### src/rtl/ysyx_220053_pipe_stage.sv
// Registered valid/ready pipeline stage with synchronous flush.
// Define YSYX_220053_SKID_EN for a 2-entry skid buffer; the default is a single register.
module ysyx_220053_pipe_stage #(
  parameter int unsigned DATA_W         = 96,
  parameter bit          CLEAR_ON_FLUSH = 1'b1
) (
  input  logic              clk,
  input  logic              rst,
  input  logic              flush,
  input  logic              in_valid,
  output logic              in_ready,
  input  logic [DATA_W-1:0] in_data,
  output logic              out_valid,
  input  logic              out_ready,
  output logic [DATA_W-1:0] out_data,
  output logic [1:0]        occupancy
);

  logic              main_valid_q, main_valid_d;
  logic [DATA_W-1:0] main_q, main_d;
  logic              accept, deliver;

  assign deliver   = main_valid_q & out_ready;
  assign accept    = in_valid & in_ready;
  assign out_valid = main_valid_q;
  assign out_data  = main_q;

`ifdef YSYX_220053_SKID_EN

  logic              skid_valid_q, skid_valid_d;
  logic [DATA_W-1:0] skid_q, skid_d;

  // in_ready depends only on registered state, never on out_ready.
  assign in_ready  = ~skid_valid_q & ~flush & ~rst;
  assign occupancy = {1'b0, main_valid_q} + {1'b0, skid_valid_q};

  always_comb begin
    main_valid_d = main_valid_q;
    main_d       = main_q;
    skid_valid_d = skid_valid_q;
    skid_d       = skid_q;
    if (flush) begin
      main_valid_d = 1'b0;
      skid_valid_d = 1'b0;
      if (CLEAR_ON_FLUSH) begin
        main_d = '0;
        skid_d = '0;
      end
    end else if (!main_valid_q) begin
      if (accept) begin
        main_d       = in_data;
        main_valid_d = 1'b1;
      end
    end else if (deliver) begin
      if (skid_valid_q) begin
        // Skid full means in_ready was low, so nothing new arrives this cycle.
        main_d       = skid_q;
        skid_valid_d = 1'b0;
      end else if (accept) begin
        main_d = in_data;
      end else begin
        main_valid_d = 1'b0;
      end
    end else if (accept) begin
      skid_d       = in_data;
      skid_valid_d = 1'b1;
    end
  end

  always_ff @(posedge clk) begin
    if (rst) begin
      main_valid_q <= 1'b0;
      main_q       <= '0;
      skid_valid_q <= 1'b0;
      skid_q       <= '0;
    end else begin
      main_valid_q <= main_valid_d;
      main_q       <= main_d;
      skid_valid_q <= skid_valid_d;
      skid_q       <= skid_d;
    end
  end

`else

  assign in_ready  = (~main_valid_q | out_ready) & ~flush & ~rst;
  assign occupancy = {1'b0, main_valid_q};

  always_comb begin
    main_valid_d = main_valid_q;
    main_d       = main_q;
    if (flush) begin
      main_valid_d = 1'b0;
      if (CLEAR_ON_FLUSH) begin
        main_d = '0;
      end
    end else if (accept) begin
      main_d       = in_data;
      main_valid_d = 1'b1;
    end else if (deliver) begin
      main_valid_d = 1'b0;
    end
  end

  always_ff @(posedge clk) begin
    if (rst) begin
      main_valid_q <= 1'b0;
      main_q       <= '0;
    end else begin
      main_valid_q <= main_valid_d;
      main_q       <= main_d;
    end
  end

`endif

endmodule
### config.mk
export PLATFORM = sky130hd
export DESIGN_NAME = ysyx_220053_pipe_stage
export DESIGN_NICKNAME = d
export VERILOG_FILES = /design/src/rtl/ysyx_220053_pipe_stage.sv
export SDC_FILE = /design/constraint.sdc
export NUM_CORES = 1
export LEC_CHECK = 0
export BUFFER_PORTS_ARGS = -buffer_cell sky130_fd_sc_hd__buf_2
export CORE_MARGIN = 10
export CORE_UTILIZATION = 40
export CTS_BUF_LIST = sky130_fd_sc_hd__clkbuf_4 sky130_fd_sc_hd__clkbuf_8 sky130_fd_sc_hd__clkbuf_16
export CTS_CLUSTER_SIZE = 30
export DETAILED_ROUTE_END_ITERATION = 10
export HOLD_SLACK_MARGIN = 0.06
export MAX_ROUTING_LAYER = met4
export PLACE_DENSITY = 0.83
export SYNTH_ARGS = -nofsm -noshare
export SYNTH_HDL_FRONTEND = slang
export SYNTH_SLANG_ARGS = --single-unit
### constraint.sdc
create_clock -name clk -period 1.3 [get_ports clk]
set_input_delay 0.195 -clock clk [delete_from_list [all_inputs] [get_ports clk]]
set_output_delay 0.195 -clock clk [all_outputs]
set_load 0.03 [all_outputs]
* Word-level counts from Yosys, hierarchy flattened
Index checks and enable logic that the tools add are counted.
Operators by class: reductions and logical operators 2, bitwise gates (word level) 8, muxes and demuxes 2
Operators by type and width (number):
- $and 1x1->1 | 4
- $not 1->1 | 3
- $mux 1 | 2
- $reduce_bool 2->1 | 1
- $reduce_or 2->1 | 1
- $or 1x1->1 | 1
Word-level totals: word-level logic and storage cells 14, output and inout port bits 100, input bits 101, bits in registers 97

* Depth between registers and ports, before layout
word-level depth 6, mapped depth 6, depth with buffers taken out 3

* Worst setup path after synthesis
Ideal clock, no wire load.
path type register to output, start register main_valid_q, in the netlist out_valid, end output in_ready, buffers on the path 0, cell stages (with the launch flop) 3, required time 1105 ps, path slack -123 ps, arrival time 1228 ps, cell sequence dfxtp_1 > nor2b_4 > nor3_1
Between the ends: longest elaborated chain between the ends 4
RTL lines:
- start, declared | RTL line 19 | logic main_valid_q, main_valid_d;
- start signal, assigned | RTL line 110 | main_valid_q <= main_valid_d;
- $not 1->1 | RTL line 86 | assign in_ready = (~main_valid_q | out_ready) & ~flush & ~rst;
- $or 1x1->1 | RTL line 86
- $and 1x1->1 (2 in series) | RTL line 86
- end, declared | RTL line 11 | output logic in_ready,
No other way between the ends.

* Worst setup path in the final report
Ends and elaborated chain as after synthesis.

==> flow_metrics.tcl <==
set metrics [dict create \
    seqPwrFrac 0.511 \
    pwr-share-comb 0.182 \
    final_cells 780 \
    cp-startpoint "out_valid" \
    yosys-top-cells-area "dfxtp_1 50%, mux2i_1 25%, nand2_1 19%" \
    grt_max_degree 46 \
    powerDensity_mw_per_mm2 1080 \
    port_buffers 199 \
    final_common_cell "buf_2" \
    cp_slowest_cell "dfxtp_2" \
    io_pins 201 \
    hold_viol 0 \
    cts_num_sinks 97 \
    ys_seq_elements 97 \
    period_minus_slack_ps 1340 \
    cp_max_fo 3 \
    dp.cells 730 \
    worstHoldStart "in_data[3]" \
    cp_data_required_time_ps 1110 \
    cts_max_level 3 \
    drt-vias-per-instance 4.72 \
    cp-start-kind "register" \
    hpwl_um 8600 \
    post_drt_wl_per_cell_um 16.1 \
    start_util 0.415 \
    synth_top_area_share 0.499 \
    critPathCaptureType "primary output" \
    clkPwrFrac 0.307 \
    totalPowerFinal_uw 6100 \
    grt_usage 0.162 \
    root_buffer "clkbuf_8" \
    p_switching_uw 1710 \
    arrival_ps 1140 \
    post-place-ws_ps 3.23 \
    clock_skew_ps 15.7 \
    numCtsBuffers 9 \
    violations "negative setup slack" \
    die_area_mm2 0.0141 \
    rsz0062_at_grt "yes" \
    r2r_start "out_valid" \
    syn_area_per_cell_um2 9.15 \
    drv_slew 0 \
    drtIter0Drc 220 \
    clock_latency_ps 360 \
    grt_pass1_wl_um 18300 \
    layout-drive-gt1-share 0.378 \
    hold_slack_ps 73.2 \
    irDropWorstVdd_uv 635 \
    p_int_uw 4390 \
    rows 35 \
    critical-path-max-stage-delay_ps 340 \
    mappedNetlistArea_mm2 0.00389 \
    synth_top_area_cell "dfxtp_1" \
    period_share 1.03 \
    yosysSeqAreaShare 0.499 \
    worst_slack_ps -35.1 \
    setup_viol 7 \
    crit_chain "nor2b_4 -> nor3_2 -> buf_4" \
    first_pass_iters 4 \
    clkTransAtPathRegs_ps 100 \
    status "finished with violations" \
    crit_type "reg -> out" \
    die_x_um 119 \
    drt-total-wl_um 12600 \
    tns_ps -70.4 \
    synth_nets 526 \
    ys_types 13 \
    final_cell_mix "198 x buf_2, 192 x nand2_1, 96 x mux2i_1, 96 x dfxtp_1, 18 x dlygate4sd3_1" \
    ant_nets 0 \
    clk_path_buf_depth 2 \
    syn2layout_area_growth_pct 45.9 \
    hold_path.class "in -> reg" \
    yosys_warnings 0 \
    drc 0 \
    fin_nets 745 \
    grt_pass1_vias 3795 \
    via_count 3678 \
    core_mm2 0.00937 \
    max_freq_mhz 749 \
    overflow 0 \
    die_y_um 119 \
    p_sw_frac 0.280 \
    gp_congestion 0.731 \
    cellLeakagePower_uw 0.00283 \
    drv_cap 0 \
    antenna_found_initial 2 \
    netlist_instances 425 \
    tritoncts "done" \
]
cell type report:
type	instances	area, um^2
Fill cell	811	3700
Sequential cell	97	1940
Multi-Input combinational cell	294	1740
Timing Repair Buffer	242	1640
Tap cell	129	161
Clock buffer	12	159
Clock inverter	4	27.5
Antenna cell	2	5.00
timing repair:
item	in CTS	in global routing
setup buffers	0	4
cloned	1	9
resized for setup	1	10
endpoints found under the hold margin	18	0
setup endpoints to repair	21	73
hold buffers	18	0
cell usage after synthesis:
cell     instances
nand2_1        192
nor2_1           1
mux2i_1         96
buf_2           19
buf_1            2
buf_4            7
nor3_1           1
nor2b_2          1
buf_6            6
conb_1           1
dfxtp_1         97
o21a_1           1
nor2b_4          1
per-stage QoR:
step / utilization / cell area [um^2]
floorplan: - / 3890
global route: 0.606 / 5680
detailed placement: 0.536 / 5020
CTS: 0.579 / 5430
global placement: 0.536 / 5020
finish: 0.606 / 5680
registers in the layout, summed over array words and instances (netlist names):
signal / flops
out_valid: 1
out_data: 96
path summary, 6_finish.rpt:
path | to | slack, ps | cells past startpoint
worst max register to register | out_data[52] | -20 | 6
worst max-delay path | in_ready | -40 | 3
worst min-delay path | out_data[3] | 70 | 3
worst min register to register | out_data[27] | 460 | 2
critical path: cells and delay by family, from the launching register on:
| kind | cells | cell delay (ps) |
|---|---|---|
| simple gates | 2 | 250 |
| buf+inv | 1 | 190 |
| flops | 1 | 340 |
power by group through the flow:
stage	Combinational, uW	Clock [uW]	Sequential (uW)
detailed placement	936	0	3190
floorplan	387	0	3390
finish	1110	1870	3120
CTS	998	1910	3120
global route	1180	2030	3140
global placement	912	0	3180
layer usage:
metal  vias up  track usage  wire, um
li1       1795            -         -
met2       143        0.280      6390
met5         -            -         0
met1      1720        0.169      5100
met4         0       0.0626       255
met3        20       0.0505       844
logic make-up (layout without fill, tap and decap cells):
| family | count (synthesis) | in the layout | synth area share |
|---|---|---|---|
| AOI/OAI and AO/OA | 1 | 1 | 0.00193 |
| buffers and inverters | 34 | 258 | 0.0573 |
| DFF | 97 | 97 | 0.499 |
| muxes | 96 | 96 | 0.247 |
| other | 1 | 3 | 0.000964 |
| and+or+nand+nor | 196 | 196 | 0.193 |
No activity file was read; power rests on OpenSTA's default activity.
